--- src/rtl/rpi_link_tx_pkg.sv ---
// Shared types and constants for the Raspberry Pi parallel link transmitter.
package rpi_link_tx_pkg;

  localparam int SETUP_CYCLES_DEF = 4;

  localparam logic [2:0] ST_IDLE    = 3'd0;
  localparam logic [2:0] ST_A_SETUP = 3'd1;
  localparam logic [2:0] ST_A_HOLD  = 3'd2;
  localparam logic [2:0] ST_D_SETUP = 3'd3;
  localparam logic [2:0] ST_D_HIGH  = 3'd4;
  localparam logic [2:0] ST_D_LOW   = 3'd5;
  localparam logic [2:0] ST_A_END   = 3'd6;

  typedef struct packed {
    logic [7:0] addr;
    logic [7:0] data;
  } link_entry_t;

endpackage

--- src/rtl/rpi_link_tx_fifo.sv ---
// Synchronous FIFO of {addr, data} entries with occupancy, full flag and sticky overflow.
module link_fifo #(
  parameter int DEPTH = 16
) (
  input  logic                     i_clk,
  input  logic                     i_rst,
  input  logic                     i_push,
  input  logic [15:0]              i_entry,
  input  logic                     i_pop,
  output logic [15:0]              o_head,
  output logic [$clog2(DEPTH):0]   o_count,
  output logic                     o_full,
  output logic                     o_empty,
  output logic                     o_overflow
);

  localparam int AW = $clog2(DEPTH);

  logic [15:0]   r_mem [DEPTH];
  logic [AW-1:0] r_wr_ptr;
  logic [AW-1:0] r_rd_ptr;
  logic [AW:0]   r_count;
  logic          r_overflow;
  logic          w_full;
  logic          w_empty;
  logic          w_pop_ok;
  logic          w_push_ok;

  assign w_full    = (r_count == (AW+1)'(DEPTH));
  assign w_empty   = (r_count == '0);
  assign w_pop_ok  = i_pop && !w_empty;
  // A pop in the same cycle frees the slot, so a push into a full FIFO still lands.
  assign w_push_ok = i_push && (!w_full || w_pop_ok);

  always_ff @(posedge i_clk or posedge i_rst) begin
    if (i_rst) begin
      r_wr_ptr   <= '0;
      r_rd_ptr   <= '0;
      r_count    <= '0;
      r_overflow <= 1'b0;
    end else begin
      if (w_push_ok) r_wr_ptr <= r_wr_ptr + 1'b1;
      if (w_pop_ok)  r_rd_ptr <= r_rd_ptr + 1'b1;
      case ({w_push_ok, w_pop_ok})
        2'b10:   r_count <= r_count + 1'b1;
        2'b01:   r_count <= r_count - 1'b1;
        default: r_count <= r_count;
      endcase
      if (i_push && !w_push_ok) r_overflow <= 1'b1;
    end
  end

  always_ff @(posedge i_clk) begin
    if (w_push_ok) r_mem[r_wr_ptr] <= i_entry;
  end

  assign o_head     = r_mem[r_rd_ptr];
  assign o_count    = r_count;
  assign o_full     = w_full;
  assign o_empty    = w_empty;
  assign o_overflow = r_overflow;

endmodule

--- src/rtl/rpi_link_tx.sv ---
// Link transmitter: buffers {addr, data} entries and sends them to the Pi as
// address-strobed frames of data-strobed bytes with a four-phase ACK handshake.
module rpi_link_tx
  import rpi_link_tx_pkg::*;
#(
  parameter int FIFO_DEPTH   = 16,
  parameter int SETUP_CYCLES = SETUP_CYCLES_DEF
) (
  input  logic                         CLK,
  input  logic                         RESET,
  input  logic                         WR_EN,
  input  logic [7:0]                   WR_ADDR,
  input  logic [7:0]                   WR_DATA,
  output logic                         FULL,
  output logic [$clog2(FIFO_DEPTH):0]  COUNT,
  output logic                         OVERFLOW,
  output logic [7:0]                   TX_D,
  output logic                         TX_AS,
  output logic                         TX_DS,
  input  logic                         RPI_ACK
);

  localparam logic [3:0] SETUP_LAST = 4'(SETUP_CYCLES - 1);

  logic        r_ack_s1;
  logic        r_ack_s2;
  logic [2:0]  r_state;
  logic [3:0]  r_cnt;
  logic [7:0]  r_addr;
  logic [7:0]  r_tx_d;
  logic        r_as;
  logic        r_ds;
  logic [15:0] w_head_raw;
  link_entry_t w_head;
  logic        w_empty;
  logic        w_pop;
  logic        w_timer_done;

  link_fifo #(.DEPTH(FIFO_DEPTH)) u_fifo (
    .i_clk      (CLK),
    .i_rst      (RESET),
    .i_push     (WR_EN),
    .i_entry    ({WR_ADDR, WR_DATA}),
    .i_pop      (w_pop),
    .o_head     (w_head_raw),
    .o_count    (COUNT),
    .o_full     (FULL),
    .o_empty    (w_empty),
    .o_overflow (OVERFLOW)
  );

  assign w_head       = w_head_raw;
  assign w_timer_done = (r_cnt == SETUP_LAST);
  // The head byte leaves the FIFO exactly when its strobe is released.
  assign w_pop        = (r_state == ST_D_HIGH) && r_ack_s2;

  always_ff @(posedge CLK or posedge RESET) begin
    if (RESET) begin
      r_ack_s1 <= 1'b0;
      r_ack_s2 <= 1'b0;
      r_state  <= ST_IDLE;
      r_cnt    <= '0;
      r_addr   <= '0;
      r_tx_d   <= '0;
      r_as     <= 1'b0;
      r_ds     <= 1'b0;
    end else begin
      r_ack_s1 <= RPI_ACK;
      r_ack_s2 <= r_ack_s1;
      case (r_state)
        ST_IDLE: if (!w_empty) begin
          r_tx_d  <= w_head.addr;
          r_addr  <= w_head.addr;
          r_cnt   <= '0;
          r_state <= ST_A_SETUP;
        end
        ST_A_SETUP: if (w_timer_done) begin
          r_as    <= 1'b1;
          r_cnt   <= '0;
          r_state <= ST_A_HOLD;
        end else r_cnt <= r_cnt + 1'b1;
        ST_A_HOLD: if (w_timer_done) begin
          r_tx_d  <= w_head.data;
          r_cnt   <= '0;
          r_state <= ST_D_SETUP;
        end else r_cnt <= r_cnt + 1'b1;
        ST_D_SETUP: if (w_timer_done) begin
          r_ds    <= 1'b1;
          r_state <= ST_D_HIGH;
        end else r_cnt <= r_cnt + 1'b1;
        ST_D_HIGH: if (r_ack_s2) begin
          r_ds    <= 1'b0;
          r_state <= ST_D_LOW;
        end
        // Same-address successors stay inside the current AS frame as a burst.
        ST_D_LOW: if (!r_ack_s2) begin
          r_cnt <= '0;
          if (!w_empty && (w_head.addr == r_addr)) begin
            r_tx_d  <= w_head.data;
            r_state <= ST_D_SETUP;
          end else begin
            r_state <= ST_A_END;
          end
        end
        ST_A_END: if (w_timer_done) begin
          r_as    <= 1'b0;
          r_state <= ST_IDLE;
        end else r_cnt <= r_cnt + 1'b1;
        default: r_state <= ST_IDLE;
      endcase
    end
  end

  assign TX_D  = r_tx_d;
  assign TX_AS = r_as;
  assign TX_DS = r_ds;

endmodule

--- config.mk ---
export PLATFORM = sky130hd
export DESIGN_NAME = rpi_link_tx
export DESIGN_NICKNAME = d
export VERILOG_FILES = /design/src/rtl/rpi_link_tx_pkg.sv /design/src/rtl/rpi_link_tx_fifo.sv /design/src/rtl/rpi_link_tx.sv
export SDC_FILE = /design/constraint.sdc
export NUM_CORES = 1
export LEC_CHECK = 0
export CORE_MARGIN = 3
export CORE_UTILIZATION = 35
export DETAILED_ROUTE_END_ITERATION = 12
export GPL_TIMING_DRIVEN = 0
export PLACE_DENSITY = 0.54
export SLEW_MARGIN = 20
export SYNTH_ARGS = -nofsm -noshare
export SYNTH_HDL_FRONTEND = slang
export SYNTH_SLANG_ARGS = --single-unit
--- constraint.sdc ---
create_clock -name CLK -period 3.3 [get_ports CLK]
set_input_delay 0.825 -clock CLK [delete_from_list [all_inputs] [get_ports CLK]]
set_output_delay 0.825 -clock CLK [all_outputs]
set_load 0.1 [all_outputs]
==> results of run 1 <==
## repair_timing
| item | 4_1_cts | 5_1_grt |
|---|---|---|
| setup buffers | 0 | 6 |
| gates resized for setup | 8 | 12 |
| endpoints found under the setup margin | 7 | 29 |
| pin swaps | 0 | 4 |
## worst max-delay path: stages (launching register included)
cell and delay [ns]:
dfrtp_1 0.43, nor4_2 0.52, nand2_1 0.19, inv_1 0.09, clkdlybuf4s15_2 0.55
## flip-flops by register name, indices dropped and copies added (netlist names)
name / flops
r_ack_s2: 1
r_addr: 8
r_cnt: 4
u_fifo.r_mem: 256
u_fifo.o_overflow: 1
u_fifo.r_wr_ptr: 4
TX_DS: 1
TX_AS: 1
u_fifo.r_rd_ptr: 4
u_fifo.o_count: 5
r_ack_s1: 1
TX_D: 8
r_state: 3
## placed cells by master, fill, tap and decap left out, types with 11 or more instances in the layout
cell type,netlist,routed
edfxtp_1,256,256
mux4_2,61,61
dfrtp_1,41,40
clkdlybuf4s50_1,0,35
clkbuf_16,0,31
nor2_1,41,29
nand2_1,29,29
mux2i_1,28,28
o21ai_0,24,24
nand3_1,21,21
clkbuf_1,12,19
a21oi_1,17,17
xnor2_1,12,12
nor2_4,0,12
o211ai_1,11,11
mux2_2,11,11
## final timing paths
check                                                    start                        endpoint  slack [ns]
worst max-delay path             u_fifo.o_count[0]$_DFFE_PP0P_                            FULL        0.12
worst min-delay path                        r_ack_s1$_DFF_PP0_              r_ack_s2$_DFF_PP0_        0.37
worst max register to register  u_fifo.r_rd_ptr[2]$_DFFE_PP0P_             TX_D[5]$_DFFE_PP0P_        0.20
worst min register to register              r_ack_s1$_DFF_PP0_              r_ack_s2$_DFF_PP0_        0.37
max in group asynchronous                                RESET  u_fifo.r_rd_ptr[1]$_DFFE_PP0P_        2.20
min in group asynchronous                                RESET   u_fifo.o_count[4]$_DFFE_PP0P_        0.60
## power groups by stage
stage,Sequential [mW],Clock [mW],Combinational (mW)
6_report,4.80,3.40,3.80
5_1_grt,4.85,3.63,4.09
4_1_cts,4.80,3.46,3.80
3_5_place_dp,4.88,0,3.77
3_3_place_gp,4.88,0,3.50
2_1_floorplan,5.18,0,2.20
## logic make-up after synthesis
| kind of cell | count (synthesis) | share of synthesized area |
|---|---|---|
| muxes | 101 | 0.144 |
| DFF | 297 | 0.702 |
| xor gates and xnor gates | 17 | 0.0126 |
| adders and majority gates | 10 | 0.0107 |
| AOI/OAI and AO/OA | 97 | 0.0527 |
| and+or+nand+nor | 141 | 0.0571 |
| buffers and inverters | 51 | 0.0209 |
## final cells by class
type,count,share of cell area
tap,455,0.0381
clock inverter,16,0.0112
clock buffer,40,0.0542
buffer,38,0.0153
multi-input combinational,366,0.242
timing repair buffer,58,0.0524
inverter,13,0.00327
sequential,297,0.584
## synth_stat cells (3+ instances only)
cell,count,share of area
edfxtp_1,256,0.62
or4b_1,8,0.0065
buf_4,4,0.0024
clkbuf_1,12,0.0036
a21oi_1,17,0.0069
nor2b_1,7,0.0035
nand2_1,29,0.0088
xor2_1,4,0.0028
o21a_1,3,0.0018
a221oi_1,4,0.0028
nand3_1,21,0.0085
mux2i_1,28,0.023
inv_1,11,0.0033
xnor2_1,12,0.0085
buf_2,12,0.0048
buf_6,5,0.0045
o21ai_0,24,0.0097
a21o_1,5,0.0030
a22o_1,3,0.0021
mux2_2,11,0.010
nor2_1,41,0.012
buf_1,5,0.0015
nand2b_1,9,0.0045
mux4_2,61,0.11
and2_1,4,0.0020
dfrtp_1,41,0.083
nor3_1,10,0.0040
a31oi_1,10,0.0050
a22oi_1,3,0.0018
o211ai_1,11,0.0067
ha_1,9,0.0091
a211oi_1,4,0.0024
## layer usage
metal,up-vias,GRT usage,part of all wire
li1,3041,-,-
met1,3528,0.225,0.45
met2,159,0.253,0.48
met3,48,0.0250,0.047
met4,2,0.0383,0.023
met5,-,0,0.00030
## per-stage QoR
stage / utilization / setup TNS, ns / hold slack [ns]
5_1_grt: 0.430 / 0 / 0.373
2_1_floorplan: - / 0 / 0.331
6_report: 0.430 / 0 / 0.368
3_3_place_gp: 0.385 / -247.46 / 0.345
4_1_cts: 0.428 / 0 / 0.373
3_5_place_dp: 0.399 / -4.71 / 0.337
==> results.md, run 1 <==
* Clk_lat worst skew at around 0.57 ns
* Iteration count of the initial detailed-routing pass at 5
* Pint at 8.00 mW
* Worst-path clk slew at 0.06 ns
* Endpoints failing setup at 0
* Sequential share of power at 0.400
* Core area at approximately 35000 um^2
* Fin crit share at 0.963
* Min cycle time layout at 3.18 ns
* Vias in the first global route at between 6000 and 7000
* Initial antenna violation count at 1
* Largest net degree at the start of global routing at 22
* Clock Skew at ~0.0091 ns
* ANT cells at 0
* Switching part of the total at 0.333
* Count of cell types in the netlist at 54
* Average cell area after synthesis at around 17 um^2
* Worst r2r path cells at 11
* Post-DP HPWL at 19700 um
* Die Footprint at 37800 um^2
* Register area share after synthesis at 0.702
* Final setup margin at ~0.12 ns
* Die Y at 194 um
* First-pass GRT wire length at 44800 um
* Synth Flop Type: edfxtp_1
* Iteration-0 DRC Markers at approximately 400
* Maxcap violations at 0
* Worst hold path type: flop to flop
* PortBufs at 36
* Slew Limit Fails at 0
* Total Power at ~12 mW
* Multi-input gate area at 3610 um^2
* Net Sw Power at 4.00 mW
* # IOs at 37
* GRT Overall Usage at 0.157
* TritonCTS clock tree: yes
* Total Nets Final at 835
* CTS root buf: clkbuf_16
* Combinational share of power at 0.316
* P_leak at about 4.9 nW
* Max VDD drop at 0.938 mV
* Routed wire per std cell at 23.3 um
* CTS Buffer Depth at 3
* CP endpoint kind: primary output
* Post-route cell area at 14900 um^2
* Gpl congestion at around 0.77
* DIE WIDTH at slightly below 200 um
* Crit Path Class: flop to primary output
* Clk sinks at 297
* Layout Cells excl Fill at roughly 1300
* Num CTS Buffers at 31
* Synth Register Bits at 297
* Mapped Cells at 714
* Slew margin rel. at 0.350
* Row cnt at 68
* Clk pwr share at 0.284
* Slew @ Worst Pin at around 1 ns
* Ratio of cells with drive above 1 in the final layout at 0.231
* Drt drc at 0
* Register area at 8710 um^2
* Post-synth ARST share at 0.138
* Cells after DPL at about 1200
* Post-route ant nets at 0
* EDFF count, synth at 256
* Fill count at 3096
* CP required at 2.47 ns
* RSZ-0062 raised after global routing: false
* PwrDens at approximately 800 nW/um^2
* Final wirelength at 29900 um
* Critical path startpoint category: flop
* WP data arrival at 2.35 ns
* Via total after detailed routing at 6778
* Layout area overhead at 20.2%
* Cell area after placement at around 14000 um^2
* Initial Util at 0.358
* Syn. warnings at 0
* H-tree lvl count at 1
* CP Max Fanout at 5
* Hold buffer count at CTS at 0
* Hold depth at 0
* Cell area after synthesis at between 10000 and 15000 um^2
* Post-Place Worst Slack at -0.230 ns
* Fmax at 315 MHz
* Total congestion overflow at 0
* Via density at 5.28
* Hold violation total from the final report at 0
* Status: completed
* Synth Net Count at roughly 740
(Power assumes the default switching activity.)
==> run 2, diff against run 1 <==
--- a/config.mk
+++ b/config.mk
@@ -5,6 +5,7 @@
 export SDC_FILE = /design/constraint.sdc
 export NUM_CORES = 1
 export LEC_CHECK = 0
+export CORE_ASPECT_RATIO = 2
 export CORE_MARGIN = 3
 export CORE_UTILIZATION = 35
 export DETAILED_ROUTE_END_ITERATION = 12
==> results.md, run 2 (same netlist as run 1, synthesis figures left out) <==
* Status: completed
* Top reg by flops: u_fifo.r_mem
* PwrDens at 790 nW/um^2
* CP Max Fanout at 10
* Maxcap violations at 0
* Via density at 5.35
* Net Sw Power at between 3 and 4 mW
* Clk_lat worst skew at 0.54 ns
* RSZ-0062 raised after global routing: true
* Hold violation total from the final report at 0
* Slew Limit Fails at 0
* GRT Overall Usage at 0.162
* Initial antenna violation count at 0
* Iteration count of the initial detailed-routing pass at 5
* Routed wire per std cell at 24.3 um
* H-tree lvl count at 1
* Clk pwr share at 0.257
* Slew margin rel. at 0.303
* # IOs at 37
* Die Y at 272 um
* CTS Buffer Depth at 3
* Most frequent cells in the layout: 256 x edfxtp_1, 61 x mux4_2, 40 x dfrtp_1, 35 x clkdlybuf4s50_1
* DIE WIDTH at 139 um
* Crit Path Class: flop to flop
* Worst-path clk slew at ~0.07 ns
* Hold buffer count at CTS at 0
* WP data arrival at 3.65 ns
* ANT cells at 0
* CP endpoint kind: flop
* Worst hold path type: flop to flop
* Layout area overhead at 18.2%
* Critical path startpoint category: flop
* Post-route ant nets at 0
* Most common cell after layout, fill and taps aside: edfxtp_1
* Fmax at 315 MHz
* Total Nets Final at 826
* Die Footprint at 37900 um^2
* Total Power at roughly 12 mW
* Max FFs per register at roughly 260
* Post-route cell area at between 10000 and 15000 um^2
* Pint at between 7 and 8 mW
* Total congestion overflow at 0
* Via total after detailed routing at just under 7000
* Core area at ~35000 um^2
* Drt drc at 0
* Fin util at 0.418
* Post-DP HPWL at approximately 21000 um
* Slew @ Worst Pin at roughly 1.0 ns
* CTS root buf: clkbuf_16
* Cell area after placement at about 14000 um^2
* Post-Place Worst Slack at -0.411 ns
* First-pass GRT wire length at approximately 46000 um
* Switching part of the total at 0.339
* Num CTS Buffers at 26
* Fin crit share at 0.961
* Gpl congestion at between 0.8 and 0.9
* Ratio of cells with drive above 1 in the final layout at 0.219
* Clock Skew at 0.0186 ns
* TritonCTS clock tree: yes
* Min cycle time layout at about 3.2 ns
* Endpoints failing setup at 0
* P_leak at 4.79 nW
* Initial Util at 0.354
* Final setup margin at between 0.1 and 0.15 ns
* Largest net degree at the start of global routing at 30
* Iteration-0 DRC Markers at 400
* Clk sinks at 297
* Final wirelength at 30500 um
* Sequential share of power at 0.415
* PortBufs at 36
* Vias in the first global route at 7155
* CP required at 3.78 ns
* Max VDD drop at approximately 0.61 mV
* Row cnt at 97
* Combinational share of power at 0.328
run 2: final timing paths:
check                                                from                        endpoint  slack (ns)  cells past startpoint
setup / recovery           u_fifo.r_rd_ptr[2]$_DFFE_PP0P_             TX_D[5]$_DFFE_PP0P_        0.13                     11
min in group asynchronous                           RESET   u_fifo.o_overflow$_DFFE_PP0P_        0.55                      2
hold / removal                         r_ack_s1$_DFF_PP0_              r_ack_s2$_DFF_PP0_        0.36                      0
hold reg to reg                        r_ack_s1$_DFF_PP0_              r_ack_s2$_DFF_PP0_        0.36                      0
setup reg to reg           u_fifo.r_rd_ptr[2]$_DFFE_PP0P_             TX_D[5]$_DFFE_PP0P_        0.13                     11
max in group asynchronous                           RESET  u_fifo.r_rd_ptr[1]$_DFFE_PP0P_        2.23                      3
run 2: what timing repair did:
action,in CTS,in global routing
endpoints found under the setup margin,11,9
pin swaps,1,1
buffers inserted,1,1
gates resized for setup,11,4
run 2: critical path, stage by stage (launching register included):
cell      delay, ns
dfrtp_1        0.32
buf_2          0.18
buf_4          0.26
buf_4          0.27
mux2i_1        0.22
a221oi_1       0.11
a22oi_2        0.44
xor2_1         0.18
nand3_1        0.24
buf_2          0.29
or4b_1         0.51
nand3_1        0.08
run 2: power groups by stage:
stage               clock (mW)  sequential, mW  combinational [mW]
floorplan                    0            5.18                2.20
global placement             0            4.88                3.56
detailed placement           0            4.87                3.81
CTS                       3.06            4.80                3.86
global route              3.20            4.86                4.11
finish                    2.98            4.81                3.81
run 2: area by class of cell:
cell class | instances | area, um^2
fillers | 3096 | 20400
flip-flops and latches | 297 | 8710
multi-input cells | 366 | 3610
repair buffers | 54 | 706
clock buffers | 32 | 694
well taps | 445 | 557
plain buffers | 38 | 220
clock inverters | 14 | 119
inverters | 13 | 48.8
run 2: per-layer routing:
metal / vias to the layer above / part of all wire / global-route usage
met3: 48 / 0.026 / 0.0146
met5: - / 0 / 0
met1: 3562 / 0.37 / 0.180
met4: 0 / 0.025 / 0.0479
li1: 3011 / - / -
met2: 113 / 0.58 / 0.321
run 2: per-stage QoR:
step | hold WS [ns] | std cells | TNS, ns
after floorplan | 0.331 | 714 | 0
after global placement | 0.345 | 1195 | -247.40
after detailed placement | 0.342 | 1211 | -3.22
after CTS | 0.368 | 1258 | 0
after global routing | 0.380 | 1259 | -0.00233
final | 0.361 | 1259 | 0
==> run 3, diff against run 2 <==
--- a/config.mk
+++ b/config.mk
@@ -7,10 +7,10 @@
 export LEC_CHECK = 0
 export CORE_ASPECT_RATIO = 2
 export CORE_MARGIN = 3
-export CORE_UTILIZATION = 35
+export CORE_UTILIZATION = 50
 export DETAILED_ROUTE_END_ITERATION = 12
 export GPL_TIMING_DRIVEN = 0
-export PLACE_DENSITY = 0.54
+export PLACE_DENSITY = 0.71
 export SLEW_MARGIN = 20
 export SYNTH_ARGS = -nofsm -noshare
 export SYNTH_HDL_FRONTEND = slang
==> results.md, run 3 (same netlist as run 1, synthesis figures left out) <==
* Worst-path clk slew at 0.07 ns
* Vias in the first global route at 7372
* Gpl congestion at 0.895
* First-pass GRT wire length at roughly 44000 um
* Max VDD drop at 0.345 mV
* Post-route ant nets at 0
* Fin util at 0.586
* WP data arrival at 3.59 ns
* Final wirelength at 29000 um
* P_leak at 4.69 nW
* Clk sinks at approximately 300
* Metal-1 WL at between 9000 and 10000 um
* Total Power at 11.6 mW
* Post-DP HPWL at approximately 19000 um
* Clock Skew at 0.0128 ns
* DIE WIDTH at 117 um
* Total congestion overflow at 0
* R2R Setup Slk at 0.18 ns
* Maxcap violations at 0
* Status: completed
* Initial antenna violation count at 0
* Max FFs per register at 256
* Num CTS Buffers at 25
* Worst hold path type: flop to flop
* Fmax at 320 MHz
* DR top layer: met4
* Most common cell after layout, fill and taps aside: edfxtp_1
* Ratio of cells with drive above 1 in the final layout at 0.215
* Slew Limit Fails at 0
* Initial Util at 0.508
* ANT cells at 0
* Largest net degree at the start of global routing at 32
* H-tree lvl count at 1
* Slew @ Worst Pin at about 1 ns
* TritonCTS clock tree: yes
* Fin crit share at 0.947
* Min cycle time layout at roughly 3.1 ns
* Reg2Reg Capture Point: TX_D[5]$_DFFE_PP0P_
* Hold violation total from the final report at 0
* Crit Path Class: flop to flop
* Endpoints failing setup at 0
* Drt drc at 0
* CP required at 3.76 ns
* WL met2 at ~16000 um
* Post-Place Worst Slack at -0.468 ns
* Hold Slack at 0.354 ns
* Worst r2r path cells at 11
* RSZ-0062 raised after global routing: false
* CP endpoint kind: flop
* CP Max Fanout at 10
* Iteration count of the initial detailed-routing pass at 6
* Total Nets Final at 815
* CTS root buf: clkbuf_16
* Critical path startpoint category: flop
* Slew margin rel. at 0.349
* Reg2reg start: u_fifo.r_rd_ptr[2]$_DFFE_PP0P_
* Via density at 6.07
* Row cnt at 81
* Clk_lat worst skew at 0.53 ns
* CTS Buffer Depth at 3
* Fin Setup TNS at 0 ns
* GRT Overall Usage at 0.218
* Layout area overhead at 15.2%
* WL met3 at 1460 um
* Most frequent cells in the layout: 256 x edfxtp_1, 61 x mux4_2, 40 x dfrtp_1, 35 x clkdlybuf4s50_1
* Via total after detailed routing at ~6900
* Worst setup path endpoint: TX_D[5]$_DFFE_PP0P_
* Routed wire per std cell at 25.6 um
* PwrDens at approximately 810 nW/um^2
* Top reg by flops: u_fifo.r_mem
* Die Y at 229 um
* Worst hold start: r_ack_s1$_DFF_PP0_
* Launch point of the worst path: u_fifo.r_rd_ptr[2]$_DFFE_PP0P_
* Core area at 24400 um^2
* PortBufs at 36
* Iteration-0 DRC Markers at 711
* # IOs at 37
* Die Footprint at 26900 um^2
* Final setup margin at 0.176 ns
run 3: how the worst min path moves through the flow:
| stage | to | slack [ns] | cells after the start |
|---|---|---|---|
| floorplan | r_ack_s2$_DFF_PP0_ | 0.33 | 0 |
| global placement | r_ack_s2$_DFF_PP0_ | 0.34 | 0 |
| detailed placement | r_ack_s2$_DFF_PP0_ | 0.34 | 0 |
| CTS | r_ack_s2$_DFF_PP0_ | 0.36 | 0 |
| global route | r_ack_s2$_DFF_PP0_ | 0.38 | 0 |
| finish | r_ack_s2$_DFF_PP0_ | 0.35 | 0 |
run 3: critical path: stages, from the launching register on:
cell and delay [ns]:
dfrtp_1 0.33, buf_2 0.19, buf_4 0.24, buf_4 0.27
mux4_2 0.33, mux2i_1 0.21, mux2i_1 0.26, xnor2_1 0.25
nand3_2 0.18, buf_6 0.19, or4b_1 0.51, nand3_1 0.08
run 3: final cells by class:
class / count / area (um^2)
Fill cell: 1771 / 10100
Sequential cell: 297 / 8710
Multi-Input combinational cell: 366 / 3620
Clock buffer: 29 / 641
Timing Repair Buffer: 44 / 480
Tap cell: 332 / 415
Buffer: 38 / 221
Clock inverter: 13 / 161
Inverter: 13 / 48.8
run 3: metal layers:
metal,GRT usage,up-vias
li1,-,2982
met1,0.237,3544
met2,0.425,268
met3,0.0267,75
met4,0.0866,0
met5,0,-
run 3: power by group:
part	leakage, nW	switching (mW)	internal, mW	total, mW
registers	2.78	0.236	4.58	4.82
clock network	0.389	1.27	1.69	2.97
logic	1.52	2.37	1.39	3.76
run 3: through the flow:
stage	instances	area, um^2
2_1_floorplan	714	12400
6_report	1132	14300
4_1_cts	1131	14300
3_5_place_dp	1088	13400
3_3_place_gp	1082	13200
5_1_grt	1132	14300
run 3: repair_timing:
action                                  in CTS  in global routing
endpoints found under the setup margin      11                 10
pin swaps                                    1                  2
gates resized for setup                     11                  8
hold buffers                                 0                  0
buffers inserted                             1                  1
